File: src/rtl/sort_input_collector.sv
`default_nettype none
// ============================================================================
// Module   : sort_input_collector
// Brief    : Serial-to-parallel feeder for the insertion-sort engine. Collects
//            NUM_VALS elements (or fewer, padded, on i_last), pulses o_start,
//            then holds the frame until the sorter reports i_done.
// Revision : 1.0 - initial release
// ============================================================================
module sort_input_collector #(
  parameter int                   NUM_VALS  = 5,
  parameter int                   SIZE_DATA = 8,
  parameter logic [SIZE_DATA-1:0] PAD_VALUE = {SIZE_DATA{1'b1}}
) (
  input  logic                            i_clk,
  input  logic                            i_rst,
  input  logic                            i_valid,
  output logic                            o_ready,
  input  logic [SIZE_DATA-1:0]            i_data,
  input  logic                            i_last,
  output logic                            o_start,
  output logic [NUM_VALS*SIZE_DATA-1:0]   o_data,
  output logic [$clog2(NUM_VALS+1)-1:0]   o_count,
  input  logic                            i_done,
  output logic                            o_busy
);

  localparam int c_idx_w = $clog2(NUM_VALS + 1);
  localparam logic [c_idx_w-1:0] c_last_idx = c_idx_w'(NUM_VALS - 1);
  localparam logic [c_idx_w-1:0] c_one      = c_idx_w'(1);

  localparam logic [1:0] c_collect   = 2'd0;
  localparam logic [1:0] c_launch    = 2'd1;
  localparam logic [1:0] c_wait_done = 2'd2;

  logic [1:0]                        r_state;
  logic [1:0]                        w_state_next;
  logic [c_idx_w-1:0]                r_idx;
  logic [c_idx_w-1:0]                r_count;
  logic [NUM_VALS*SIZE_DATA-1:0]     r_data;
  logic                              w_handshake;
  logic                              w_final;
  logic                              w_release;

  // Handshake qualifiers; o_ready depends on state only, so no input-to-ready path
  assign w_handshake = i_valid & o_ready;
  assign w_final     = w_handshake & ((r_idx == c_last_idx) | i_last);
  assign w_release   = i_done & ((r_state == c_launch) | (r_state == c_wait_done));

  // State register
  always_ff @(posedge i_clk or posedge i_rst) begin
    if (i_rst) begin
      r_state <= c_collect;
    end else begin
      r_state <= w_state_next;
    end
  end

  // Next-state decode; i_done is honoured in both LAUNCH and WAIT_DONE
  always_comb begin
    w_state_next = r_state;
    case (r_state)
      c_collect: begin
        if (w_final) begin
          w_state_next = c_launch;
        end
      end
      c_launch: begin
        w_state_next = i_done ? c_collect : c_wait_done;
      end
      c_wait_done: begin
        if (i_done) begin
          w_state_next = c_collect;
        end
      end
      default: begin
        w_state_next = c_collect;
      end
    endcase
  end

  // Output decode from state only
  always_comb begin
    o_ready = 1'b0;
    o_start = 1'b0;
    o_busy  = 1'b0;
    case (r_state)
      c_collect: begin
        o_ready = 1'b1;
      end
      c_launch: begin
        o_start = 1'b1;
        o_busy  = 1'b1;
      end
      c_wait_done: begin
        o_busy  = 1'b1;
      end
      default: begin
        o_ready = 1'b0;
      end
    endcase
  end

  // Datapath: slot write, same-cycle padding on the final handshake, index and count
  always_ff @(posedge i_clk or posedge i_rst) begin
    if (i_rst) begin
      r_data  <= '0;
      r_idx   <= '0;
      r_count <= '0;
    end else begin
      if (w_handshake) begin
        for (int k = 0; k < NUM_VALS; k++) begin
          if (c_idx_w'(k) == r_idx) begin
            r_data[k*SIZE_DATA +: SIZE_DATA] <= i_data;
          end else if (w_final && (c_idx_w'(k) > r_idx)) begin
            r_data[k*SIZE_DATA +: SIZE_DATA] <= PAD_VALUE;
          end
        end
        // idx holds on the final element; it is rewound when the sorter finishes
        if (w_final) begin
          r_count <= r_idx + c_one;
        end else begin
          r_idx <= r_idx + c_one;
        end
      end
      if (w_release) begin
        r_idx <= '0;
      end
    end
  end

  assign o_data  = r_data;
  assign o_count = r_count;

endmodule
`default_nettype wire
File: config.mk
export PLATFORM = sky130hd
export DESIGN_NAME = sort_input_collector
export DESIGN_NICKNAME = d
export VERILOG_FILES = /design/src/rtl/sort_input_collector.sv
export SDC_FILE = /design/constraint.sdc
export NUM_CORES = 1
export LEC_CHECK = 0
export CAP_MARGIN = 10
export CORE_MARGIN = 2
export CORE_UTILIZATION = 43
export DETAILED_ROUTE_END_ITERATION = 6
export PLACE_DENSITY = 0.79
export REMOVE_ABC_BUFFERS = 1
export SLEW_MARGIN = 10
export SYNTH_ARGS = -nofsm -noshare
export SYNTH_HDL_FRONTEND = slang
export SYNTH_SLANG_ARGS = --single-unit
export TNS_END_PERCENT = 10
File: constraint.sdc
create_clock -name i_clk -period 1.76 [get_ports i_clk]
set_input_delay 0.352 -clock i_clk [delete_from_list [all_inputs] [get_ports i_clk]]
set_output_delay 0.352 -clock i_clk [all_outputs]
set_load 0.03 [all_outputs]
==> out/results.ini <==
[floorplan]
fp.dieH_um=74.5
core_sq_um=4750
start_util_pct=44.9
die_w_um=74.5
die_area_sq_um=5540
io-pin-count=59
rows=25

[synth]
yosysUniqueCellTypes=35
synth.ff_latch_count=48
synth_warnings=0
syn_avg_cell_area_sq_um=11.7
syn_area_sq_um=2130
ys_seq_area_share_pct=56.3
syn_inst=183

[route]
drc_errors=0
drt_wl_total_mm=5.06
drt_iter0_markers=168
vias=1717
avgRoutedWirePerCell_um=14.8
drtPass1Iterations=4
route.antenna.remaining_nets=0
vias_per_cell=5.04

[sta]
period_share_pct=96.8
worst_slew_pin_slew_ps=460
max_freq_mhz=587
relSlewSlack_pct=69.3
finalClockSkew_ps=7.89
finalSetupViolations=0
hold_slack_ps=338
fin_crit_ps=1700
hold_viol=0
final-max-slew-violation-count=0
tns_ps=0

[placement]
dp.cells=332
place_hpwl_mm=3.71
place.gp.congestion=0.856
port_buffers=58

[grt]
grt_pass1_wl_mm=8.25
grt_max_degree=33
grt.total_usage_pct=19.9
antenna_found_initial=0
grt-ovfl-total=0
grt_pass1_vias=1666

[critical_path]
slowest_delay_ps=670
worstPathCellList=clkdlybuf4s50_1
worst-r2r-cell-count=6
worstSetupPathType=reg2out
worstReg2RegEnd=o_data[8]
crit_family=buffers and inverters
crit_fanout=2
start_kind=flop
r2r-start=r_state[0]
arrival_ps=1350
critPathSlowestCell=clkdlybuf4s50_1
rrSetupSlack_ps=80
startpoint=o_data[29]
critPathCaptureType=primary output
worst-path-buf-inv=1
required_ps=1410

[layout]
layout_common_cells=clkdlybuf4s50_1 (50), dfrtp_1 (48), buf_4 (29)
nets=293
area_delta_synth_final_pct=48.5
multi_input_area_sq_um=880
seq_area_sq_um=1200
layout.cells.most_common=clkdlybuf4s50_1
fillers=380
fin_util_pct=66.7
fin_cells=341
drive_above_1_share_pct=22.6
antenna_cells=0

[pwr]
power_leakage_nw=1.32
p_per_area_nw_per_um2=1690
ir_worst_vdd_mv=0.823

[clock_network]
cts.sinks=48
cts_buffers=5
postCtsHoldBufs=0
clock_path_buffers=2
h-tree-depth=2
cts.clk_slew.worst_paths_ps=90
clk_latency_ps=310
cts-root-buf=clkbuf_8
cts_tree=done

[hold_path]
hold_class=in2async

[status]
outcome=finished clean

[flow_run]
cap_violations=0

layer usage:
layer / track usage, % / part of all wire (%)
met1: 29.9 / 47
met2: 29.2 / 46
met3: 5.56 / 6.4
met4: 3.57 / 0.22
met5: 0 / 0
logic make-up (layout without fill, tap and decap cells):
logic type / count (synthesis) / after routing / synth area share [%]
XOR/XNOR: 1 / 1 / 0.410
buffers and inverters: 19 / 110 / 3.40
adder cells (fa/ha/maj): 7 / 7 / 4.10
AND/OR/NAND/NOR: 48 / 48 / 11.7
AO/OA/AOI/OAI: 49 / 49 / 18.3
multiplexers: 11 / 11 / 5.80
flip-flops: 48 / 48 / 56.3
synth_stat cells:
cell type,instances,area share [%]
and2_1,1,0.29
o22ai_1,1,0.29
buf_1,1,0.18
nor2_1,18,3.2
buf_2,1,0.23
ha_1,7,4.1
a21boi_0,3,1.1
nor3b_2,1,0.59
nand3_1,5,1.2
and4b_1,1,0.47
inv_1,13,2.3
mux2_2,11,5.8
inv_2,1,0.18
a2111oi_4,1,1.3
and3b_1,1,0.41
nand4_1,1,0.29
o21a_1,1,0.35
xnor2_1,1,0.41
o211ai_1,2,0.70
dfrtp_1,48,56
nor3b_1,1,0.35
nand2b_1,8,2.3
nor2b_1,2,0.59
o22a_1,16,6.6
a2bb2oi_1,8,3.3
o21ai_0,3,0.70
a21oi_1,4,0.94
nand2_1,6,1.1
nor3_1,1,0.23
a311oi_1,1,0.41
or4b_2,1,0.47
nand2_2,1,0.29
a31oi_1,8,2.3
clkbuf_1,3,0.53
a21o_1,1,0.35
flip-flops by register name, indices dropped and copies added (netlist names):
register  flops
r_state       2
r_idx         3
o_count       3
o_data       40
layout make-up:
class / instances / area share, %
tap: 67 / 2.65
clock buffer: 5 / 2.17
timing repair buffer: 88 / 26.4
inverter: 14 / 1.66
sequential: 48 / 37.9
clock inverter: 3 / 1.46
multi-input combinational: 116 / 27.8
per-stage QoR:
stage	cell area, sq um	total power (W)	setup WS (ps)
after floorplan	2110	0.00325	-378
after global routing	3170	0.00568	-10.0
after global placement	3020	0.00446	-166
after detailed placement	3020	0.00451	-186
after CTS	3140	0.00533	1.81
final	3170	0.00534	55.8
worst max-delay path by stage:
stage               depth (start not counted)  slack, ps          to
floorplan                                   5       -380  o_data[10]
global placement                            5       -170   o_data[9]
detailed placement                          5       -190   o_data[8]
CTS                                         6          2   o_data[8]
global route                                6        -10  o_data[13]
finish                                      1         60  o_data[29]
what timing repair did:
| action | in CTS | in global routing |
|---|---|---|
| gates resized for setup | 3 | 11 |
| setup buffers | 0 | 1 |
| endpoints found under the setup margin | 10 | 34 |
power by group:
| part | leakage, nW | switching [W] | internal (W) |
|---|---|---|---|
| logic | 0.787 | 0.00156 | 0.00130 |
| registers | 0.475 | 0.000207 | 0.00147 |
| clock network | 0.0548 | 0.000379 | 0.000428 |
No activity file was read; power rests on OpenSTA's default activity.
